==> src/rtl/spm_arbiter_pkg.sv <==
`default_nettype none
// ============================================================================
// Module      : spm_arbiter_pkg
// Description : Shared base-core definitions for the scratch-pad memory
//               arbiter: word address/data bus widths and the 2-bit access
//               state encoding.
// Revision    : 1.0 - initial release
// ============================================================================
package spm_arbiter_pkg;

    // Word address and word data bus widths of the base core
    localparam int c_WORD_ADDR_W = 30;
    localparam int c_WORD_DATA_W = 32;

    // Access state: which requester (if any) owns the SPM response cycle
    typedef enum logic [1:0] {
        SPM_ARB_IDLE    = 2'd0,
        SPM_ARB_IF_ACC  = 2'd1,
        SPM_ARB_MEM_ACC = 2'd2
    } spm_arb_state_e;

endpackage : spm_arbiter_pkg
`default_nettype wire

==> src/rtl/spm_arbiter.sv <==
`default_nettype none
// ============================================================================
// Module      : spm_arbiter
// Description : Arbitrates the single-port scratch-pad memory between the
//               instruction-fetch (read-only) bus and the MEM-stage bus.
//               One grant per cycle, MEM preferred, with an anti-starvation
//               counter that forces an IF win. Fixed one-cycle latency: the
//               grant cycle drives the SPM, the following cycle returns rdy.
// Revision    : 1.0 - initial release
// ============================================================================
module spm_arbiter
    import spm_arbiter_pkg::*;
#(
    parameter int ADDR_W     = c_WORD_ADDR_W,
    parameter int DATA_W     = c_WORD_DATA_W,
    parameter int STARVE_MAX = 3,
    parameter int CNT_W      = 2
) (
    input  logic              clk,
    input  logic              reset,
    // IF bus (read only)
    input  logic              if_as_,
    input  logic [ADDR_W-1:0] if_addr,
    output logic              if_rdy,
    output logic [DATA_W-1:0] if_rd_data,
    // MEM-stage bus
    input  logic              mem_as_,
    input  logic              mem_rw,
    input  logic [ADDR_W-1:0] mem_addr,
    input  logic [DATA_W-1:0] mem_wr_data,
    output logic              mem_rdy,
    output logic [DATA_W-1:0] mem_rd_data,
    // SPM port
    output logic              spm_as_,
    output logic              spm_rw,
    output logic [ADDR_W-1:0] spm_addr,
    output logic [DATA_W-1:0] spm_wr_data,
    input  logic [DATA_W-1:0] spm_rd_data
);

    localparam logic [CNT_W-1:0] c_STARVE_LIMIT = CNT_W'(STARVE_MAX);
    localparam logic [CNT_W-1:0] c_CNT_SAT      = {CNT_W{1'b1}};

    spm_arb_state_e   state_q, state_d;
    logic [CNT_W-1:0] starve_q, starve_d;
    logic             mem_rw_q, mem_rw_d;

    logic             w_if_elig;
    logic             w_mem_elig;
    spm_arb_state_e   w_grant;

    // Grant selection, SPM bus drive and next-state / starvation update
    always_comb begin
        // A requester is not eligible in its own rdy cycle
        w_if_elig  = !if_as_  && (state_q != SPM_ARB_IF_ACC);
        w_mem_elig = !mem_as_ && (state_q != SPM_ARB_MEM_ACC);

        // Reset suppresses any grant so the SPM sees no stray strobe
        w_grant = SPM_ARB_IDLE;
        if (!reset) begin
            if (w_if_elig && (!w_mem_elig || (starve_q == c_STARVE_LIMIT))) begin
                w_grant = SPM_ARB_IF_ACC;
            end else if (w_mem_elig) begin
                w_grant = SPM_ARB_MEM_ACC;
            end
        end

        spm_as_     = 1'b1;
        spm_rw      = 1'b0;
        spm_addr    = '0;
        spm_wr_data = '0;
        case (w_grant)
            SPM_ARB_IF_ACC: begin
                spm_as_  = 1'b0;
                spm_addr = if_addr;
            end
            SPM_ARB_MEM_ACC: begin
                spm_as_     = 1'b0;
                spm_rw      = mem_rw;
                spm_addr    = mem_addr;
                spm_wr_data = mem_wr_data;
            end
            default: ;
        endcase

        state_d = w_grant;

        // Count consecutive IF denials; an idle IF or an IF win clears it
        starve_d = starve_q;
        if (if_as_ || (w_grant == SPM_ARB_IF_ACC)) begin
            starve_d = '0;
        end else if (w_if_elig && (starve_q != c_CNT_SAT)) begin
            starve_d = starve_q + 1'b1;
        end

        // Direction is captured at grant so the rdy cycle knows read vs write
        mem_rw_d = (w_grant == SPM_ARB_MEM_ACC) ? mem_rw : mem_rw_q;
    end

    // State, starvation counter and latched MEM direction
    always_ff @(posedge clk) begin
        if (reset) begin
            state_q  <= SPM_ARB_IDLE;
            starve_q <= '0;
            mem_rw_q <= 1'b0;
        end else begin
            state_q  <= state_d;
            starve_q <= starve_d;
            mem_rw_q <= mem_rw_d;
        end
    end

    // Response side: rdy and read data follow the access state; reset kills a pending rdy
    always_comb begin
        if_rdy      = 1'b0;
        if_rd_data  = '0;
        mem_rdy     = 1'b0;
        mem_rd_data = '0;
        if (!reset) begin
            case (state_q)
                SPM_ARB_IF_ACC: begin
                    if_rdy     = 1'b1;
                    if_rd_data = spm_rd_data;
                end
                SPM_ARB_MEM_ACC: begin
                    mem_rdy     = 1'b1;
                    mem_rd_data = mem_rw_q ? '0 : spm_rd_data;
                end
                default: ;
            endcase
        end
    end

endmodule : spm_arbiter
`default_nettype wire
==> config.mk <==
export PLATFORM = sky130hd
export DESIGN_NAME = spm_arbiter
export DESIGN_NICKNAME = d
export VERILOG_FILES = /design/src/rtl/spm_arbiter_pkg.sv /design/src/rtl/spm_arbiter.sv
export SDC_FILE = /design/constraint.sdc
export NUM_CORES = 1
export LEC_CHECK = 0
export ABC_AREA = 1
export ABC_CLOCK_PERIOD_IN_PS = 1670
export BUFFER_PORTS_ARGS = -buffer_cell sky130_fd_sc_hd__buf_2
export CORE_AREA = 2 2 101 103
export DETAILED_ROUTE_END_ITERATION = 12
export DIE_AREA = 0 0 103 105
export PLACE_DENSITY_LB_ADDON = 0.3
export REMOVE_ABC_BUFFERS = 1
export SETUP_SLACK_MARGIN = 0.15
export SYNTH_ARGS = -nofsm -noshare
export SYNTH_HDL_FRONTEND = slang
export SYNTH_SLANG_ARGS = --single-unit
==> constraint.sdc <==
create_clock -name clk -period 1.67 [get_ports clk]
set_input_delay 0.167 -clock clk [delete_from_list [all_inputs] [get_ports clk]]
set_output_delay 0.167 -clock clk [all_outputs]
set_load 0.01 [all_outputs]
## Yosys cells after proc, flatten, opt, wreduce, memory -nomap -nowiden

Cells that the tools add are included.

- Flip-flop bits (word level): 5
- Input bits: 129

- Add/sub/neg operators: 1
- Equal/unequal tests: 8
- Muxes and demuxes: 16
- Reduce and logical (&&, ||, !) cells: 11

Operator list:

| kind | number |
|---|---|
| $mux 32 | 6 |
| $pmux 30 s2 | 1 |
| $eq 2x2->1 const B | 3 |
| $mux 1 | 6 |
| $mux 2 | 3 |
| $eq 2x1->1 const B | 2 |
| $logic_and 1x1->1 | 4 |
| $ne 2x2->1 const B | 2 |
| $reduce_or 2->1 | 2 |
| $logic_not 1->1 | 3 |
| $add 2x1->2 const B | 1 |
| $logic_or 1x1->1 | 2 |
| $ne 2x1->1 const B | 1 |

## Depth between registers and ports, before layout

Gate-level depths: netlist of run 1.

- Word-level depth: 10
- Gate-level depth with buffers: 10
- Gate-level depth less buffers: 9

## Worst setup path before layout of run 1

Ideal clock, no wire load.

- Kind: reg2out
- Start: register state_q[0]
- End: output port spm_addr[0]
- Arrival time: 1.613 ns
- Path slack: -0.110 ns
- Stages on the path, launching flop included: 10
- Buffers on the path: 2
- Cells stage by stage: dfxtp_1 inv_1 a21oi_2 nand2_1 a21oi_1 ha_1 buf_2 buf_2 nand2_1 a21oi_1

- Cells in the longest elaborated chain, start to end: 9
- Elaborated cells between the ends (all ways): 13
- Those cells by class: 4 x eq/ne; 4 x mux; 5 x reduce/logical

RTL lines:

| element | RTL line | source |
|---|---|---|
| start, declared | spm_arbiter.sv:44 | `spm_arb_state_e state_q, state_d;` |
| start signal, assigned | spm_arbiter.sv:107 | `state_q <= state_d;` |
| $ne 2x2->1 | spm_arbiter.sv:56 | `w_mem_elig = !mem_as_ && (state_q != SPM_ARB_MEM_ACC);` |
| $logic_and 1x1->1 | spm_arbiter.sv:56 |  |
| $logic_not 1->1 | spm_arbiter.sv:61 | `if (w_if_elig && (!w_mem_elig \|\| (starve_q == c_STARVE_LIMIT))) begin` |
| $logic_or 1x1->1 | spm_arbiter.sv:61 |  |
| $logic_and 1x1->1 | spm_arbiter.sv:61 |  |
| $mux 2 (*) | spm_arbiter.sv:61 |  |
| $mux 2 (*) | spm_arbiter.sv:60 | `if (!reset) begin` |
| net state_d[1] | spm_arbiter.sv:44 |  |
| $eq 2x2->1 / $eq 2x1->1 (equally long branches) | spm_arbiter.sv:72 | `case (w_grant)` |
| $pmux 30 s2 (*) | spm_arbiter.sv:72 |  |
| end, declared | spm_arbiter.sv:36 | `output logic [ADDR_W-1:0] spm_addr,` |

The timed path passes the listed nets; every way through them passes the cells marked *.

## Worst setup path in the final report of run 1

- Start: register state_q[0]
- End: output port spm_addr[26]

Same word-level chain as after synthesis.

==> metrics.md, run 1 <==
| Metric | Value |
|---|---|
| Hold crit path type | `in2reg` |
| Power Dens Cells | `roughly 290 mW/mm^2` |
| CTS Buffer Depth | `2` |
| Initial core utilization | `0.1541` |
| Final Cycle Share | `1.227` |
| Hold path start | `mem_rw` |
| Mapped Avg Cell Area | `4.700 sq um` |
| ANT nets after route | `0` |
| #FFs+latches synth | `5` |
| Cell row count | `36` |
| First-pass GRT wire length | `13.13 mm` |
| Register-to-register setup slack | `-0.05 ns` |
| CTS H-tree depth | `1` |
| Nets@finish | `732` |
| Initial antenna violation count | `0` |
| Final Setup Violations | `99` |
| Clk Latency, worst-skew pair | `0.23 ns` |
| Pre-Repair DR Iteration Count | `4` |
| Setup crit start | `state_q[0]` |
| R2R Path Start | `state_q[1]` |
| Dpl ws | `-0.2284 ns` |
| Syn-to-layout area delta | `209.2%` |
| DR iter-0 viols | `50` |
| CP Capture Type | `output pin` |
| CP Class | `reg2out` |
| RSZ-0062 raised after global routing | `true` |
| Pins Over Slew Limit | `0` |
| Synth top area cells | `nand2_1 (25%), inv_1 (19%), nor2_1 (13%), a21oi_1 (11%), nor2_2 (7.6%)` |
| Die area | `~0.011 sq mm` |
| DRC | `0` |
| Post-synth top area share | `0.2502` |
| Post-DP HPWL | `6.526 mm` |
| Synth area leader | `nand2_1` |
| Wire per inst | `14.45 um` |
| Worst slew margin | `0.5089` |
| Total GRT Usage | `0.1576` |
| MaxCap Viol Count | `0` |
| Total gr overflow | `0` |
| TritonCTS Buffers | `3` |
| WHS | `0.2690 ns` |
| Fillers | `938` |
| Mapped cell area | `~0.0015 sq mm` |
| Die Y | `105 um` |
| Vias in the first global route | `approximately 2.7k` |
| Largest net degree at the start of global routing | `17` |
| Ys Warns | `0` |
| Worst endpoint required time | `approximately 1.5 ns` |
| Routability cong. | `0.9080` |
| CP Launch Type | `register` |
| Status | `complete, but fails checks` |
| Hold Fails Final Rpt | `0` |
| Worst IR Drop VDD | `141.2 uV` |
| Placed Area | `0.002960 sq mm` |
| Via count | `~3.0k` |
| Fmax | `slightly below 500 MHz` |
| EDFF count, synth | `0` |
| Clk_skew | `0.001198 ns` |
| Leak | `2.660 nW` |
| Worst-path clk slew | `0.03 ns` |
| Synthesized instance count | `316` |
| Fin area | `around 0.0046 sq mm` |
| Worst setup margin | `-0.3789 ns` |
| Share of flip-flops with an asynchronous set or reset | `0` |
| Register area share after synthesis | `0.06740` |
| CTS root buf | `clkbuf_8` |
| CTS Sinks | `5` |
| Die X | `103 um` |
| Netlist cell types | `20` |
| Share of cells above drive strength 1 | `0.7846` |
| Port Buf Inserts | `roughly 260` |
| Vias per inst | `between 4 and 5` |
| I/O pins | `~260` |
| Minimum clock period | `a little over 2 ns` |
| CP arrival | `1.88 ns` |
| CTS tree | `built` |
| Fin util | `0.4764` |
| Failing checks | `negative setup slack` |
| Most used DFF post-synth | `dfxtp_1` |
| # diodes | `0` |
| Worst Max-Slew Pin Slew | `0.7358 ns` |
| Crit-path max FO | `8` |
| CTS Hold Bufs | `0` |
| WL final | `10.58 mm` |
| Core area | `between 0.009 and 0.01 sq mm` |
## cell families after synthesis
family | share of synthesized area
flip-flops | 0.06740
AO/OA/AOI/OAI | 0.1205
adder cells (fa/ha/maj) | 0.02528
AND/OR/NAND/NOR | 0.5063
buffers and inverters | 0.2805
## power breakdown
part / internal [mW] / switching, mW / total [mW]
clock: 0.164 / 0.0620 / 0.226
sequential: 0.127 / 0.00487 / 0.132
combinational: 0.465 / 0.515 / 0.980
## cell usage in the layout, fill, tap and decap left out, types with 4 or more instances in the layout
cell     instances
buf_12           8
buf_4           10
nor2_4          33
a21oi_2         30
nand2_8          4
nand2_1         50
buf_6           58
nand2_4         28
inv_1           57
buf_2          206
buf_16           6
nor2_1          14
nand2_2         22
nor2_2          23
inv_2           19
## layer usage
layer / global-route usage / share of wire
met5: 0 / 0
met4: 0.06297 / 0.031
met3: 0.02876 / 0.085
met2: 0.3186 / 0.55
met1: 0.1482 / 0.33
## flip-flops by register name (all words and copies together), names as in the netlist
signal,count
state_q,2
starve_q,2
mem_rw_q,1
## path summary, 6_finish.rpt
| check | to | cells past startpoint |
|---|---|---|
| hold / removal | mem_rw_q | 5 |
| setup reg to reg | mem_rw_q | 12 |
| hold reg to reg | starve_q[1] | 4 |
| setup / recovery | spm_addr[26] | 10 |
## per-stage QoR
step / setup TNS (ns) / power [mW] / std cells
floorplan: -51.50 / 0.3694 / 297
global placement: -6.879 / 0.6913 / 702
detailed placement: -9.050 / 0.6979 / 702
CTS: -20.58 / 1.130 / 723
global route: -28.63 / 1.418 / 732
finish: -21.94 / 1.338 / 732
## cells in the mapped netlist, types with 2 or more instances
cell,count
nor2_2,18
dfxtp_1,5
inv_1,76
ha_1,3
nand3_1,2
nor2_1,51
clkbuf_1,4
nand2_1,99
buf_2,9
a21oi_1,34
buf_6,6
## timing repair
item | 4_1_cts | 5_1_grt
cloned | 11 | 4
pin swaps | 12 | 31
setup endpoints to repair | 131 | 131
buffers inserted | 6 | 5
gates resized for setup | 73 | 229
## layout make-up
type	count	area, sq um	share of cell area
Timing Repair Buffer	292	2175	0.4736
Clock buffer	4	45.04	0.009809
Inverter	77	305.3	0.06649
Multi-Input combinational cell	218	1735	0.3779
Timing Repair inverter	3	61.31	0.01335
Tap cell	133	166.4	0.03624
Sequential cell	5	103.9	0.02262
## critical path, stage by stage, from the launching register on
cell	delay, ns
dfxtp_2	0.34
inv_2	0.05
a21oi_4	0.18
nand2_4	0.10
a21oi_4	0.16
ha_4	0.21
buf_6	0.12
buf_12	0.12
nand2_2	0.06
a21oi_2	0.15
buf_2	0.16
(Power assumes the default switching activity.)
==> run 2: changes to the inputs <==
--- a/config.mk
+++ b/config.mk
@@ -11,7 +11,7 @@
 export CORE_AREA = 2 2 101 103
 export DETAILED_ROUTE_END_ITERATION = 12
 export DIE_AREA = 0 0 103 105
-export PLACE_DENSITY_LB_ADDON = 0.3
+export PLACE_DENSITY = 0.51
 export REMOVE_ABC_BUFFERS = 1
 export SETUP_SLACK_MARGIN = 0.15
 export SYNTH_ARGS = -nofsm -noshare
==> constraint.sdc (replaced) <==
create_clock -name clk -period 1.67 [get_ports clk]
set_input_delay 0.0835 -clock clk [delete_from_list [all_inputs] [get_ports clk]]
set_output_delay 0.0835 -clock clk [all_outputs]
set_load 0.01 [all_outputs]
==> metrics.md, run 2 (same netlist as run 1, synthesis figures left out) <==
| Metric | Value |
|---|---|
| CP bufs+invs | `4` |
| Vias per inst | `4.251` |
| Worst slew margin | `0.7275` |
| Largest net degree at the start of global routing | `24` |
| CTS root buf | `clkbuf_8` |
| Crit path largest cell delay | `0.35 ns` |
| Worst-path clk slew | `0.04 ns` |
| Die area | `0.01082 sq mm` |
| Hold crit path type | `in2reg` |
| Commonest non-fill, non-tap cells in the layout | `buf_2 (190), buf_6 (80), inv_1 (45), nand2_1 (45), nor2_4 (43)` |
| Final Cycle Share | `1.184` |
| CP Class | `reg2out` |
| CP arrival | `1.89 ns` |
| CTS Sinks | `5` |
| Vias in the first global route | `2,784` |
| Total gr overflow | `0` |
| Max stage delay cell, worst path | `dfxtp_2` |
| Via count | `~3.2k` |
| Minimum clock period | `1.978 ns` |
| Worst endpoint required time | `roughly 1.6 ns` |
| I/O pins | `259` |
| Worst IR Drop VDD | `approximately 160 uV` |
| First-pass GRT wire length | `13.34 mm` |
| Worst Max-Slew Pin Slew | `approximately 0.41 ns` |
| Share of cells above drive strength 1 | `0.8157` |
| Worst setup margin | `-0.3080 ns` |
| TritonCTS Buffers | `3` |
| CTS Hold Bufs | `0` |
| Status | `complete, but fails checks` |
| Cell family with most CP delay | `buffers and inverters` |
| Leak | `2.823 nW` |
| Post-DP HPWL | `6.786 mm` |
| Most common cell after layout, fill and taps aside | `buf_2` |
| CP dominant cell by count | `a21oi_4` |
| Regs by FF count | `starve_q (2), state_q (2), mem_rw_q (1)` |
| CP Capture Type | `output pin` |
| Min-Delay Path Depth | `4` |
| Cell row count | `36` |
| Clk_skew | `0.001889 ns` |
| Syn-to-layout area delta | `236.6%` |
| Pre-Repair DR Iteration Count | `4` |
| WHS | `approximately 0.20 ns` |
| Pins Over Slew Limit | `0` |
| CTS H-tree depth | `1` |
| Clk Latency, worst-skew pair | `about 0.23 ns` |
| Final Setup Violations | `65` |
| RSZ-0062 raised after global routing | `true` |
| Crit-path cells | `inv_2 > a21oi_4 > nand2_4 > a21oi_4 > ha_4 > buf_12 > clkbuf_16 > nand2_1 > a21oi_1 > buf_2` |
| Die X | `between 100 and 150 um` |
| CTS tree | `built` |
| Die Y | `105 um` |
| CTS Buffer Depth | `2` |
| Wire per inst | `14.64 um` |
| Crit-path max FO | `5` |
| DR iter-0 viols | `57` |
| Register-to-Register Path Depth | `13` |
| Failing checks | `negative setup slack` |
| Port Buf Inserts | `258` |
| Power Dens Cells | `289.1 mW/mm^2` |
| DRC | `0` |
| MaxCap Viol Count | `0` |
| Initial core utilization | `0.1541` |
| WL final | `10.95 mm` |
| Hold Fails Final Rpt | `0` |
| Core area | `slightly below 0.01 sq mm` |
| Nets@finish | `746` |
| Fillers | `871` |
| ANT nets after route | `0` |
| CP Launch Type | `register` |
| Crit path depth | `10` |
| Power Total | `between 1 and 1.5 mW` |
| Routability cong. | `just under 0.8` |
| Initial antenna violation count | `2` |
| Total GRT Usage | `0.1580` |
| Fmax | `between 500 and 600 MHz` |
run 2: cell types whose count changed in the layout (fill, tap and decap cells not counted), sizes merged:
cell / delta
buf: +14
bufbuf: +1
diode: +2
clkbuf: +2
inv: -4
clkinvlp: +1
run 2: per-stage QoR:
step	setup TNS, ns	instances	area [sq um]	setup WS, ns	utilization
6_report	-15.26	748	5000	-0.3080	0.5187
5_1_grt	-21.92	748	5000	-0.4141	0.5187
4_1_cts	-16.33	733	3822	-0.3038	0.3965
3_5_place_dp	-3.780	705	2995	-0.1296	0.3107
3_3_place_gp	-1.382	705	2995	-0.06972	0.3107
2_1_floorplan	-46.19	297	1358	-0.7965	-
run 2: path summary, 6_finish.rpt:
kind	startpoint	end	slack (ns)
worst max-delay path	state_q[0]	spm_addr[2]	-0.31
worst max register to register	state_q[1]	mem_rw_q	-0.12
worst min register to register	starve_q[1]	starve_q[1]	0.52
worst min-delay path	if_as_	starve_q[1]	0.20
run 2: final cells by class:
class | instances | area, sq um | area share
Antenna cell | 2 | 5.005 | 0.001001
Clock buffer | 4 | 45.04 | 0.009009
Inverter | 77 | 300.3 | 0.06006
Multi-Input combinational cell | 218 | 1833 | 0.3666
Sequential cell | 5 | 102.6 | 0.02052
Tap cell | 133 | 166.4 | 0.03328
Timing Repair Buffer | 309 | 2547 | 0.5095
run 2: where the power goes:
| part | leakage (nW) | internal, mW | switching, mW |
|---|---|---|---|
| clock | 0.0228 | 0.165 | 0.0672 |
| combinational | 2.76 | 0.540 | 0.542 |
| sequential | 0.0417 | 0.127 | 0.00534 |
run 2: what timing repair did:
item                                    CTS  global route
setup buffers                            12             6
gates resized for setup                  97           251
cloned                                   12             7
hold endpoints to repair                  0             0
endpoints found under the setup margin  100           122
pin swaps                                18            35
run 2: worst reg2reg max path: cells and delay by family, from the launching register on:
kind / cells / cell delay, ns
AOI/OAI and AO/OA: 1 / 0.14
buffers and inverters: 7 / 0.71
DFF: 1 / 0.35
and+or+nand+nor: 4 / 0.25
adders and majority gates: 1 / 0.23
run 2: layer usage:
layer | GRT usage | wire length [um] | up-vias
met5 | 0 | 0 | -
met4 | 0.05733 | 439 | 0
met3 | 0.02742 | 944 | 27
met2 | 0.3251 | 5960 | 196
met1 | 0.1470 | 3610 | 1442
li1 | - | - | 1515
==> run 3: changes to the inputs <==
--- a/config.mk
+++ b/config.mk
@@ -9,6 +9,7 @@
 export ABC_CLOCK_PERIOD_IN_PS = 1670
 export BUFFER_PORTS_ARGS = -buffer_cell sky130_fd_sc_hd__buf_2
 export CORE_AREA = 2 2 101 103
+export CTS_BUF_LIST = sky130_fd_sc_hd__clkbuf_4
 export DETAILED_ROUTE_END_ITERATION = 12
 export DIE_AREA = 0 0 103 105
 export PLACE_DENSITY = 0.51
==> constraint.sdc (replaced) <==
create_clock -name clk -period 1.67 [get_ports clk]
set_input_delay 0.2505 -clock clk [delete_from_list [all_inputs] [get_ports clk]]
set_output_delay 0.2505 -clock clk [all_outputs]
set_load 0.01 [all_outputs]
==> metrics.md, run 3 (same netlist as run 1, synthesis figures left out) <==
| Metric | Value |
|---|---|
| Status | `complete, but fails checks` |
| Failing checks | `negative setup slack` |
| Setup crit start | `state_q[1]` |
| CTS Sinks | `5` |
| Cell family with most CP delay | `buffers and inverters` |
| Regs by FF count | `starve_q (2), state_q (2), mem_rw_q (1)` |
| Syn-to-layout area delta | `196.7%` |
| First-pass GRT wire length | `roughly 12 mm` |
| Cell row count | `36` |
| Clock network power share | `0.132` |
| Crit-path max FO | `7` |
| Worst slew margin | `0.8695` |
| Fillers | `993` |
| Die Y | `between 100 and 150 um` |
| Max stage delay cell, worst path | `dfxtp_2` |
| DRC | `0` |
| CP Launch Type | `register` |
| Initial core utilization | `0.1541` |
| Crit-path cells | `inv_2 > a21oi_2 > buf_6 > nand3_4 > inv_2 > ha_4 > buf_12 > nand2_1 > a21oi_1 > buf_2` |
| Largest net degree at the start of global routing | `27` |
| Cells after DPL | `slightly above 700` |
| CTS Hold Bufs | `0` |
| Final Setup Violations | `99` |
| Setup_tns | `-29.41 ns` |
| Wire per inst | `13.39 um` |
| CP bufs+invs | `5` |
| Post-DP HPWL | `6.636 mm` |
| Die X | `103 um` |
| WHS | `between 0.3 and 0.4 ns` |
| Vias per inst | `approximately 4` |
| Routability cong. | `0.7739` |
| Pins Over Slew Limit | `0` |
| I/O pins | `259` |
| CP dominant cell by count | `inv_2` |
| Port Buf Inserts | `around 260` |
| Crit path largest cell delay | `between 0.3 and 0.4 ns` |
| Placed Area | `0.002995 sq mm` |
| Commonest non-fill, non-tap cells in the layout | `buf_2 (223), nand2_1 (68), inv_1 (61)` |
| Pre-Repair DR Iteration Count | `4` |
| Total GRT Usage | `0.1482` |
| TritonCTS Buffers | `3` |
| MaxCap Viol Count | `0` |
| Register area | `103.9 sq um` |
| Clk_skew | `slightly below 0.0005 ns` |
| Worst endpoint required time | `1.42 ns` |
| Area of the multi-input gates | `0.001491 sq mm` |
| Leak | `approximately 2.7 nW` |
| Minimum clock period | `2.117 ns` |
| Via count | `3,067` |
| ANT nets after route | `0` |
| Fmax | `472.4 MHz` |
| Cell Int Power | `~690 uW` |
| Power Dens Cells | `between 200 and 300 mW/mm^2` |
| Share of cells above drive strength 1 | `0.7267` |
| Hold Fails Final Rpt | `0` |
| Nets@finish | `744` |
| Worst IR Drop VDD | `144.0 uV` |
| CP Class | `reg2out` |
| Hold crit path type | `in2reg` |
| R2R Path Start | `state_q[0]` |
| Initial antenna violation count | `1` |
| RSZ-0062 raised after global routing | `true` |
| CTS tree | `built` |
| Seq pwr share | `0.109` |
| Die area | `about 0.011 sq mm` |
| Fin util | `0.4572` |
| CTS H-tree depth | `1` |
| CP arrival | `1.87 ns` |
| Most common cell after layout, fill and taps aside | `buf_2` |
| Fin area | `0.004407 sq mm` |
| Final Cycle Share | `1.268` |
| Worst Max-Slew Pin Slew | `0.1953 ns` |
| Count of non-filler cells in the finished layout | `745` |
| Worst-path clk slew | `0.04 ns` |
| DR iter-0 viols | `57` |
| Sw Ratio | `0.4281` |
| Total gr overflow | `0` |
| Core area | `approximately 0.0096 sq mm` |
| Clk Latency, worst-skew pair | `0.24 ns` |
| WL final | `around 10 mm` |
| CP Capture Type | `output pin` |
| CTS root buf | `clkbuf_4` |
| CTS Buffer Depth | `2` |
| Combinational power share | `0.759` |
| Vias in the first global route | `2,688` |
| Sw Pwr | `516.6 uW` |
| Worst setup margin | `-0.4467 ns` |
| Hold path start | `mem_as_` |
==> run 3: cell count changes in the layout (fill, tap and decap cells not counted), moves of 6 or more <==
cell     previous run  this run
nor2_4             43        21
buf_2             190       223
inv_1              45        61
nor2_2             18        34
nand2_2            19         7
nor2_1              9        15
inv_2              29        15
a21oi_2            26        13
nand2_1            45        68
nand2_4            36        26
buf_6              80        48
a21oi_1             7        19
==> run 3: power groups by stage <==
| stage | clock network [mW] | logic, mW | registers, mW |
|---|---|---|---|
| floorplan | 0 | 0.237 | 0.132 |
| global placement | 0 | 0.567 | 0.131 |
| detailed placement | 0 | 0.574 | 0.131 |
| CTS | 0.164 | 0.797 | 0.131 |
| global route | 0.178 | 0.983 | 0.132 |
| finish | 0.159 | 0.916 | 0.131 |
==> run 3: timing repair <==
action                     CTS  global route
cloned                      12             2
buffers inserted            16             5
pin swaps                   13            21
gates resized for setup    112           121
setup endpoints to repair  131           133
==> run 3: metrics by stage <==
step,total power [mW],worst slack (ns)
floorplan,0.3694,-0.9635
global placement,0.6982,-0.3384
detailed placement,0.7052,-0.3556
CTS,1.092,-0.4731
global route,1.293,-0.5606
finish,1.207,-0.4467
==> run 3: worst paths after layout <==
path	end	slack [ns]	depth (start not counted)
setup / recovery	spm_addr[8]	-0.45	10
hold / removal	state_q[1]	0.32	4
setup reg to reg	starve_q[0]	-0.07	11
hold reg to reg	starve_q[1]	0.52	4
==> run 3: area by class of cell <==
class,instances,area share
Antenna cell,1,0.0005679
Clock buffer,4,0.006814
Inverter,77,0.06729
Multi-Input combinational cell,215,0.3384
Sequential cell,5,0.02357
Tap cell,133,0.03776
Timing Repair Buffer,307,0.5179
Timing Repair inverter,3,0.007666
==> run 3: worst reg2reg max path: cells and delay by family, from the launching register on <==
kind / cells / cell delay [ns]
fa+ha+maj: 1 / 0.22
compound gates: 2 / 0.28
flops: 1 / 0.35
simple gates: 4 / 0.44
buf+inv: 4 / 0.37
==> run 3: routing by layer <==
metal / GRT usage / wire [um] / vias up
met5: 0 / 0 / -
li1: - / - / 1492
met3: 0.01271 / 766 / 8
met1: 0.1307 / 3285 / 1408
met2: 0.3312 / 5809 / 159
met4: 0.03571 / 116 / 0
